===== src/rtl/conv_seq_pkg.sv =====
// conv_seq_pkg: shared types and constants for the conversion job sequencer.
//   seq_state_t   - sequencer FSM states
//   Def*          - default memory map and timing constants
//   pack_result() - assembles the 16-bit float from sign and 15-bit core result
package conv_seq_pkg;

   typedef enum logic [3:0] {
      StIdle,
      StLdHi,
      StLdLo,
      StLdSgn,
      StHold,
      StRun,
      StRdHi,
      StRdLo,
      StOut
   } seq_state_t;

   localparam int unsigned DefOpndAddr      = 128;
   localparam int unsigned DefResAddr       = 131;
   localparam int unsigned DefResetCycles   = 2;
   localparam int unsigned DefTimeoutCycles = 4096;

   // The sign is whatever the core left in bit 7 of the result high byte.
   function automatic logic [15:0] pack_result(input logic sign, input logic [14:0] mag);
      return {sign, mag};
   endfunction

endpackage


===== src/rtl/conv_seq_timer.sv =====
// conv_seq_timer: clearable up-counter with terminal-count flag.
//   clk, reset - clock and synchronous active-high reset
//   clr        - synchronous clear (wins over en)
//   en         - count enable
//   limit      - terminal count is reached when count == limit-1 and en is high
//   count      - current count
//   tc         - terminal-count flag
module conv_seq_timer #(
   parameter int unsigned Width = 13
) (
   input  logic             clk,
   input  logic             reset,
   input  logic             clr,
   input  logic             en,
   input  logic [Width-1:0] limit,
   output logic [Width-1:0] count,
   output logic             tc
);

   logic [Width-1:0] count_q;

   always_ff @(posedge clk) begin
      if (reset || clr) begin
         count_q <= '0;
      end else if (en) begin
         count_q <= count_q + 1'b1;
      end
   end

   assign count = count_q;
   assign tc    = en && (count_q == (limit - 1'b1));

endmodule


===== src/rtl/conv_sequencer.sv =====
// conv_sequencer: runs the 9-bit core through one integer-to-float conversion per job.
//   clk, reset              - clock, synchronous active-high reset
//   job_valid/ready/data    - 16-bit signed-magnitude job input handshake
//   res_valid/ready/data    - 16-bit float result handshake; res_timeout flags an aborted run
//   core_reset, core_done   - core reset control and completion flag
//   mem_own, mem_addr, mem_wen, mem_wdata, mem_rdata - data-memory port while core is parked
//   jobs_done, timeouts     - completed-job (wrapping) and timed-out-job (saturating) counters
module conv_sequencer
   import conv_seq_pkg::*;
#(
   parameter int unsigned OPND_ADDR      = DefOpndAddr,
   parameter int unsigned RES_ADDR       = DefResAddr,
   parameter int unsigned RESET_CYCLES   = DefResetCycles,
   parameter int unsigned TIMEOUT_CYCLES = DefTimeoutCycles
) (
   input  logic        clk,
   input  logic        reset,
   input  logic        job_valid,
   output logic        job_ready,
   input  logic [15:0] job_data,
   output logic        res_valid,
   input  logic        res_ready,
   output logic [15:0] res_data,
   output logic        res_timeout,
   output logic        core_reset,
   input  logic        core_done,
   output logic        mem_own,
   output logic [7:0]  mem_addr,
   output logic        mem_wen,
   output logic [7:0]  mem_wdata,
   input  logic [7:0]  mem_rdata,
   output logic [15:0] jobs_done,
   output logic [7:0]  timeouts
);

   localparam int unsigned TW = $clog2(TIMEOUT_CYCLES + 1);

   localparam logic [7:0] OpndHiAddr = 8'(OPND_ADDR);
   localparam logic [7:0] OpndLoAddr = 8'(OPND_ADDR + 1);
   localparam logic [7:0] ResHiAddr  = 8'(RES_ADDR);
   localparam logic [7:0] ResLoAddr  = 8'(RES_ADDR + 1);

   seq_state_t state_q, state_d;
   logic [15:0] job_q, job_d;
   logic [15:0] res_data_q, res_data_d;
   logic        res_timeout_q, res_timeout_d;
   logic [15:0] jobs_done_q, jobs_done_d;
   logic [7:0]  timeouts_q, timeouts_d;

   logic          tmr_clr, tmr_en, tmr_tc;
   logic [TW-1:0] tmr_limit, tmr_count;

   // Timer restarts on every state change, so it counts cycles spent in HOLD or RUN.
   assign tmr_clr   = (state_d != state_q);
   assign tmr_en    = (state_q == StHold) || (state_q == StRun);
   assign tmr_limit = (state_q == StRun) ? TW'(TIMEOUT_CYCLES) : TW'(RESET_CYCLES);

   conv_seq_timer #(
      .Width (TW)
   ) u_timer (
      .clk   (clk),
      .reset (reset),
      .clr   (tmr_clr),
      .en    (tmr_en),
      .limit (tmr_limit),
      .count (tmr_count),
      .tc    (tmr_tc)
   );

   always_ff @(posedge clk) begin
      if (reset) begin
         state_q       <= StIdle;
         job_q         <= '0;
         res_data_q    <= '0;
         res_timeout_q <= 1'b0;
         jobs_done_q   <= '0;
         timeouts_q    <= '0;
      end else begin
         state_q       <= state_d;
         job_q         <= job_d;
         res_data_q    <= res_data_d;
         res_timeout_q <= res_timeout_d;
         jobs_done_q   <= jobs_done_d;
         timeouts_q    <= timeouts_d;
      end
   end

   always_comb begin
      state_d       = state_q;
      job_d         = job_q;
      res_data_d    = res_data_q;
      res_timeout_d = res_timeout_q;
      jobs_done_d   = jobs_done_q;
      timeouts_d    = timeouts_q;
      job_ready     = 1'b0;
      res_valid     = 1'b0;
      core_reset    = 1'b1;
      mem_own       = 1'b1;
      mem_addr      = '0;
      mem_wen       = 1'b0;
      mem_wdata     = '0;

      unique case (state_q)
         StIdle: begin
            job_ready = 1'b1;
            if (job_valid) begin
               job_d   = job_data;
               state_d = StLdHi;
            end
         end
         StLdHi: begin
            mem_addr  = OpndHiAddr;
            mem_wen   = 1'b1;
            mem_wdata = job_q[15:8];
            state_d   = StLdLo;
         end
         StLdLo: begin
            mem_addr  = OpndLoAddr;
            mem_wen   = 1'b1;
            mem_wdata = job_q[7:0];
            state_d   = StLdSgn;
         end
         StLdSgn: begin
            mem_addr  = ResHiAddr;
            mem_wen   = 1'b1;
            mem_wdata = {job_q[15], 7'b0};
            state_d   = StHold;
         end
         StHold: begin
            if (tmr_tc) state_d = StRun;
         end
         StRun: begin
            core_reset = 1'b0;
            mem_own    = 1'b0;
            // A done seen in the first RUN cycle is left over from the previous run.
            if (core_done && (tmr_count != '0)) begin
               state_d = StRdHi;
            end else if (tmr_tc) begin
               res_timeout_d = 1'b1;
               res_data_d    = '0;
               if (timeouts_q != 8'hFF) timeouts_d = timeouts_q + 8'd1;
               state_d = StOut;
            end
         end
         StRdHi: begin
            mem_addr          = ResHiAddr;
            res_data_d[15:8]  = mem_rdata;
            res_timeout_d     = 1'b0;
            state_d           = StRdLo;
         end
         StRdLo: begin
            mem_addr    = ResLoAddr;
            res_data_d  = pack_result(res_data_q[15], {res_data_q[14:8], mem_rdata});
            jobs_done_d = jobs_done_q + 16'd1;
            state_d     = StOut;
         end
         StOut: begin
            res_valid = 1'b1;
            if (res_ready) state_d = StIdle;
         end
         default: state_d = StIdle;
      endcase
   end

   assign res_data    = res_data_q;
   assign res_timeout = res_timeout_q;
   assign jobs_done   = jobs_done_q;
   assign timeouts    = timeouts_q;

endmodule


===== config.mk =====
export PLATFORM = sky130hd
export DESIGN_NAME = conv_sequencer
export DESIGN_NICKNAME = d
export VERILOG_FILES = /design/src/rtl/conv_seq_pkg.sv /design/src/rtl/conv_seq_timer.sv /design/src/rtl/conv_sequencer.sv
export SDC_FILE = /design/constraint.sdc
export NUM_CORES = 1
export LEC_CHECK = 0
export ABC_AREA = 1
export CAP_MARGIN = 15
export CORE_ASPECT_RATIO = 1.2
export CORE_MARGIN = 8
export CORE_UTILIZATION = 25
export CTS_CLUSTER_SIZE = 24
export DETAILED_ROUTE_END_ITERATION = 8
export PLACE_DENSITY = 0.43
export SYNTH_ARGS = -nofsm -noshare
export SYNTH_HDL_FRONTEND = slang
export SYNTH_SLANG_ARGS = --single-unit

===== constraint.sdc =====
create_clock -name clk -period 3.1 [get_ports clk]
set_clock_uncertainty 0.05 [all_clocks]
set_input_delay 0.62 -clock clk [delete_from_list [all_inputs] [get_ports clk]]
set_output_delay 0.62 -clock clk [all_outputs]
set_load 0.005 [all_outputs]

==> results of run 1 <==
## synthesized netlist by cell type, types with 9 or more instances
cell	instances	area, µm²
nand2_1	85	319.1
dfxtp_1	74	1481
a21oi_1	56	280.3
inv_1	56	210.2
nor2_1	40	150.1
o21ai_0	27	135.1
nand3_1	23	115.1
nor2_2	15	93.84
clkbuf_1	10	37.54
xor2_1	9	78.83
## logic make-up after synthesis
group                    Yosys count
AO/OA/AOI/OAI                     97
other                              1
buffers and inverters             81
AND/OR/NAND/NOR                  198
adder cells (fa/ha/maj)            4
XOR/XNOR                          17
flip-flops                        74
## through the flow
stage,cell area (µm²),instances
final,4802,734
after global placement,4506,718
after detailed placement,4506,718
after global routing,4802,734
after floorplan,3496,475
after CTS,4802,734
## worst max-delay path, delay by kind of cell, from the launching register on
family / cells / cell delay (ns)
compound gates: 1 / 0.08
flops: 1 / 0.44
simple gates: 3 / 0.43
buf+inv: 3 / 0.79
## how the worst min path moves through the flow
stage | startpoint | to | slack (ns) | depth (start not counted)
after CTS | job_q[9] | job_q[9] | 0.40 | 2
after global placement | job_q[6] | job_q[6] | 0.39 | 2
after floorplan | job_q[7] | job_q[7] | 0.38 | 2
after global routing | job_q[5] | job_q[5] | 0.42 | 2
final | job_q[4] | job_q[4] | 0.40 | 2
after detailed placement | job_q[9] | job_q[9] | 0.39 | 2
## area by class of cell
cell class                      count  area [µm²]  area share, %
Tap cell                          171       214.0          4.455
Sequential cell                    74        1481          30.85
Clock buffer                       11       242.7          5.055
Multi-Input combinational cell    320        1683          35.04
Timing Repair Buffer               90       890.9          18.55
Inverter                           63       236.5          4.924
Clock inverter                      5       53.80          1.120
## repair_timing
| item | 4_1_cts | 5_1_grt |
|---|---|---|
| endpoints found under the setup margin | 0 | 2 |
| hold endpoints to repair | 0 | 0 |
| gates resized for setup | 0 | 1 |
## registers in the layout, summed over array words and instances, names as in the netlist
name,count
job_q,16
state_q,4
u_timer.count,13
res_timeout,1
res_data,16
timeouts,8
jobs_done,16
## per-layer routing
layer / vias to the layer above / track usage, % / wire length (µm)
met5: - / 0 / 0
met4: 0 / 5.975 / 216
met3: 15 / 3.067 / 491
met2: 60 / 18.27 / 4688
met1: 1472 / 13.61 / 4500
li1: 1695 / - / -
## power by group
group	internal (µW)	total [µW]	leakage, µW	switching (µW)
Sequential	987	1000	0.000600	16.3
Combinational	126	282	0.00104	156
Clock	642	1040	0.000149	398
Total	1750	2320	0.00179	570
==> flow_summary.yaml, run 1 <==
synth:
  ys.flop_type: "dfxtp_1"
  synth_xor_area_share_pct: 4.273
  synth_top_family_by_area: "simple AND/OR/NAND/NOR gates"
  synth_edf_count: 0
  ys_seq_area_share_pct: 42.51
  avgSynthCellArea_um2: 7.383
  ys_types: 37
  ys_ff_latch: 74
  syn_area_um2: 3485
  yosys.area_share.adder_pct: 1.436
  syn_inst: 472
  synth.area.mux_share_pct: 0
  ys_warn_count: 0
  synth_compound_area_share_pct: 14.65
  synth-simple-area-share_pct: 27.50
  ys_async_sr_fraction_pct: 0
sta:
  setup_tns_ns: 0
  setup_violations: 0
  timing.final.hold_violations: 0
  fin_ws_ns: 0.3583
  rsz0062_at_grt: "false"
  slew_violations: 0
  fin_crit_ns: 2.742
  holdWs_ns: 0.4026
  period_share_pct: 88.44
  fmax_mhz: 364.7
clock_tree:
  cts_setup_buffers: 0
  path_clk_slew_ns: 0.05
  insertion_delay_ns: 0.34
  cts_max_path_buffers: 2
  clock-root-buffer: "clkbuf_16"
  cts.sinks: 74
  numCtsBuffers: 9
  htreeDepth: 3
  cts_tree: "done"
  cts_hold_buf: 0
pwr:
  leakage_uw: 0.001791
  p_per_area_nw_per_um2: 484.1
  power_uw: 2325
  worst_ir_drop_vdd_mv: 0.1971
drt:
  vias_per_cell: 4.417
  dr.first_iter.drc_count: 182
  drt_wl_total_um: 9896
  wire_per_inst_um: 13.48
  vias: 3242
  firstDrtPassIters: 4
  ant_nets: 0
  route.detailed.drc: 0
status:
  status: "finished clean"
setup_path:
  r2r_cells: 9
  reg2reg_setup_slack_ns: 1.02
  start_kind: "flop"
  worstSetupEndpoint: "mem_addr[7]"
  cp_common_cell: "inv_1"
  critPathKind: "flop to primary output"
  crit_arrival_ns: 2.07
  critPathSlowestCell: "clkdlybuf4s50_1"
  cp.required_ns: 2.43
  regToRegEndpoint: "jobs_done[13]"
  rr_startpoint: "state_q[0]"
  cp_cell_sequence: "nand2_1 -> nor2_1 -> inv_1 -> nand3_1 -> inv_1 -> o21ai_0 -> clkdlybuf4s50_1"
  cp-end-kind: "primary output"
  slowest_delay_ns: 0.57
  worstPathMaxFanout: 8
  startpoint: "state_q[0]"
job:
  cap_violations: 0
floorplan:
  start_util_pct: 25.43
  coreArea_um2: 13700
  die_x_um: 123.8
  die_h_um: 145.3
  std_cell_rows: 47
  die_area_um2: 17990
  ios: 91
final_layout:
  n_fill_cell: 1442
  final_common_cell: "clkdlybuf4s50_1"
  layout-drive-gt1-share_pct: 10.12
  nets: 591
  synthToLayoutAreaGrowth_pct: 37.81
  final_cell_mix: "clkdlybuf4s50_1, nand2_1, dfxtp_1"
  fin_util_pct: 35.05
  antenna_cells: 0
global_routing:
  grt.total_usage_pct: 11.45
  grt_overflow_total: 0
  grt_max_degree: 33
  antenna_found_initial: 0
  grt_pass1_vias: 3224
  grt_first_pass_wirelength_um: 16160
placement:
  dp_hpwl_um: 7430
  port_buffers: 86
  dp_slack_ns: 0.5384
  gp_congestion: 0.7865
min_path:
  hp-class: "flop to flop"
(Power assumes the default switching activity.)
==> inputs of run 2 (changes only) <==
- CELL_PAD_IN_SITES_DETAIL_PLACEMENT: not set -> 1
- CELL_PAD_IN_SITES_GLOBAL_PLACEMENT: not set -> 1
- PLACE_DENSITY: 0.43 -> 0.57
==> run 2 against run 1 <==
  * Global-route usage increased by 0.92 points
  * Combinational power rose by 4%
  * Largest power group is now registers
  * Critical endpoint unchanged
  * Highest routed layer unchanged
  * Cell count is 0.27% higher
  * Utilization is the same
  * Largest cell class unchanged
  * Die area stayed put
==> flow_summary.yaml, run 2 (synthesis gave the netlist of run 1 again) <==
setup_path:
  critPathKind: "flop to primary output"
  start_kind: "flop"
  cp-end-kind: "primary output"
  r2r_cells: 10
  rr_startpoint: "state_q[0]"
  cp.required_ns: 2.43
  regToRegEndpoint: "u_timer.count[9]"
  crit_arrival_ns: 2.20
  reg2reg_setup_slack_ns: 1.04
  worstPathMaxFanout: 5
global_routing:
  grt_first_pass_wirelength_um: 17700
  grt_max_degree: 33
  grt.total_usage_pct: 12.37
  antenna_found_initial: 0
  grt_pass1_vias: 3535
  grt_overflow_total: 0
sta:
  timing.final.hold_violations: 0
  period_share_pct: 92.55
  slew_violations: 0
  setup_violations: 0
  holdWs_ns: 0.4045
  fin_ws_ns: 0.2310
  setup_tns_ns: 0
  rsz0062_at_grt: "false"
  fmax_mhz: 348.6
  fin_crit_ns: 2.869
min_path:
  min_from: "job_q[2]"
  worstHoldPathCells: 2
  worstHoldEndpoint: "job_q[2]"
  hp-class: "flop to flop"
floorplan:
  start_util_pct: 25.43
  die_x_um: 123.8
  ios: 91
  die_h_um: 145.3
  std_cell_rows: 47
  die_area_um2: 17990
  coreArea_um2: 13700
clock_tree:
  path_clk_slew_ns: 0.06
  cts_max_path_buffers: 2
  numCtsBuffers: 9
  htreeDepth: 3
  clock-root-buffer: "clkbuf_16"
  cts_hold_buf: 0
  cts.sinks: 74
  cts_resized: 0
  cts_setup_buffers: 0
  cts_tree: "done"
  insertion_delay_ns: 0.33
placement:
  dp_hpwl_um: 8048
  dp_slack_ns: 0.5775
  dpl-instance-area_um2: 4521
  gp_congestion: 0.8232
  port_buffers: 86
  place_inst: 720
final_layout:
  ff_latch_area_um2: 1481
  multi_input_area_um2: 1683
  layout-drive-gt1-share_pct: 10.44
  design_area_um2: 4802
  final_common_cell: "clkdlybuf4s50_1"
  synthToLayoutAreaGrowth_pct: 37.81
  final_cell_mix: "clkdlybuf4s50_1, nand2_1, dfxtp_1"
  nets: 593
  n_fill_cell: 1718
  fin_cells: 736
  antenna_cells: 0
drt:
  wire_per_inst_um: 14.31
  vias_per_cell: 4.527
  dr.first_iter.drc_count: 124
  route.detailed.drc: 0
  firstDrtPassIters: 4
  vias: 3332
  ant_nets: 0
  drt_wl_total_um: 10530
status:
  status: "finished clean"
pwr:
  leakage_uw: 0.001795
  p_per_area_nw_per_um2: 473.4
  worst_ir_drop_vdd_mv: 0.2385
job:
  cap_violations: 0
-- run 2: cell types whose count changed in the layout (fill, tap and decap cells not counted), sizes merged --
cell / before / now
inv: 63 / 62
buf: 4 / 6
clkinv: 4 / 6
bufinv: 1 / 0
-- run 2: critical path, stage by stage, from the launching register on --
cell	delay, ns
dfxtp_1	0.42
inv_2	0.09
nor2_1	0.13
inv_1	0.08
nor2_1	0.09
clkinv_1	0.17
nand3_1	0.12
inv_1	0.05
o21ai_0	0.14
clkdlybuf4s50_1	0.58
-- run 2: per-stage QoR --
step           utilization (%)  total power (µW)
5_1_grt                  35.05              2403
4_1_cts                  35.05              2322
3_5_place_dp             32.99              1323
6_report                 35.05              2273
3_3_place_gp             32.99              1318
2_1_floorplan                -              1183
-- run 2: area by class of cell --
| class | count | area share (%) |
|---|---|---|
| inverter | 63 | 4.924 |
| timing repair buffer | 92 | 18.86 |
| tap | 171 | 4.455 |
| multi-input combinational | 320 | 35.04 |
| clock inverter | 5 | 0.5993 |
| sequential | 74 | 30.85 |
| clock buffer | 11 | 5.263 |
-- run 2: worst max-delay path by stage --
stage	startpoint	endpoint	slack, ns	cells after the start
after CTS	state_q[1]	mem_addr[7]	0.20	9
after global placement	state_q[1]	mem_addr[7]	0.61	9
final	state_q[1]	mem_addr[7]	0.23	9
after floorplan	state_q[1]	mem_addr[7]	1.15	9
after global routing	state_q[1]	mem_addr[7]	0.002	9
after detailed placement	state_q[1]	mem_addr[7]	0.58	9
-- run 2: where the power goes --
group | internal [µW] | switching (µW) | leakage [µW]
combinational | 128 | 164 | 0.00105
sequential | 987 | 16.5 | 0.000600
clock | 581 | 397 | 0.000145
-- run 2: metal layers --
metal / up-vias / global-route usage [%] / wire length (µm)
met5: - / 0 / 0
met4: 0 / 4.828 / 198
met3: 12 / 3.610 / 584
met2: 62 / 20.32 / 5086
met1: 1567 / 14.65 / 4663
li1: 1691 / - / -
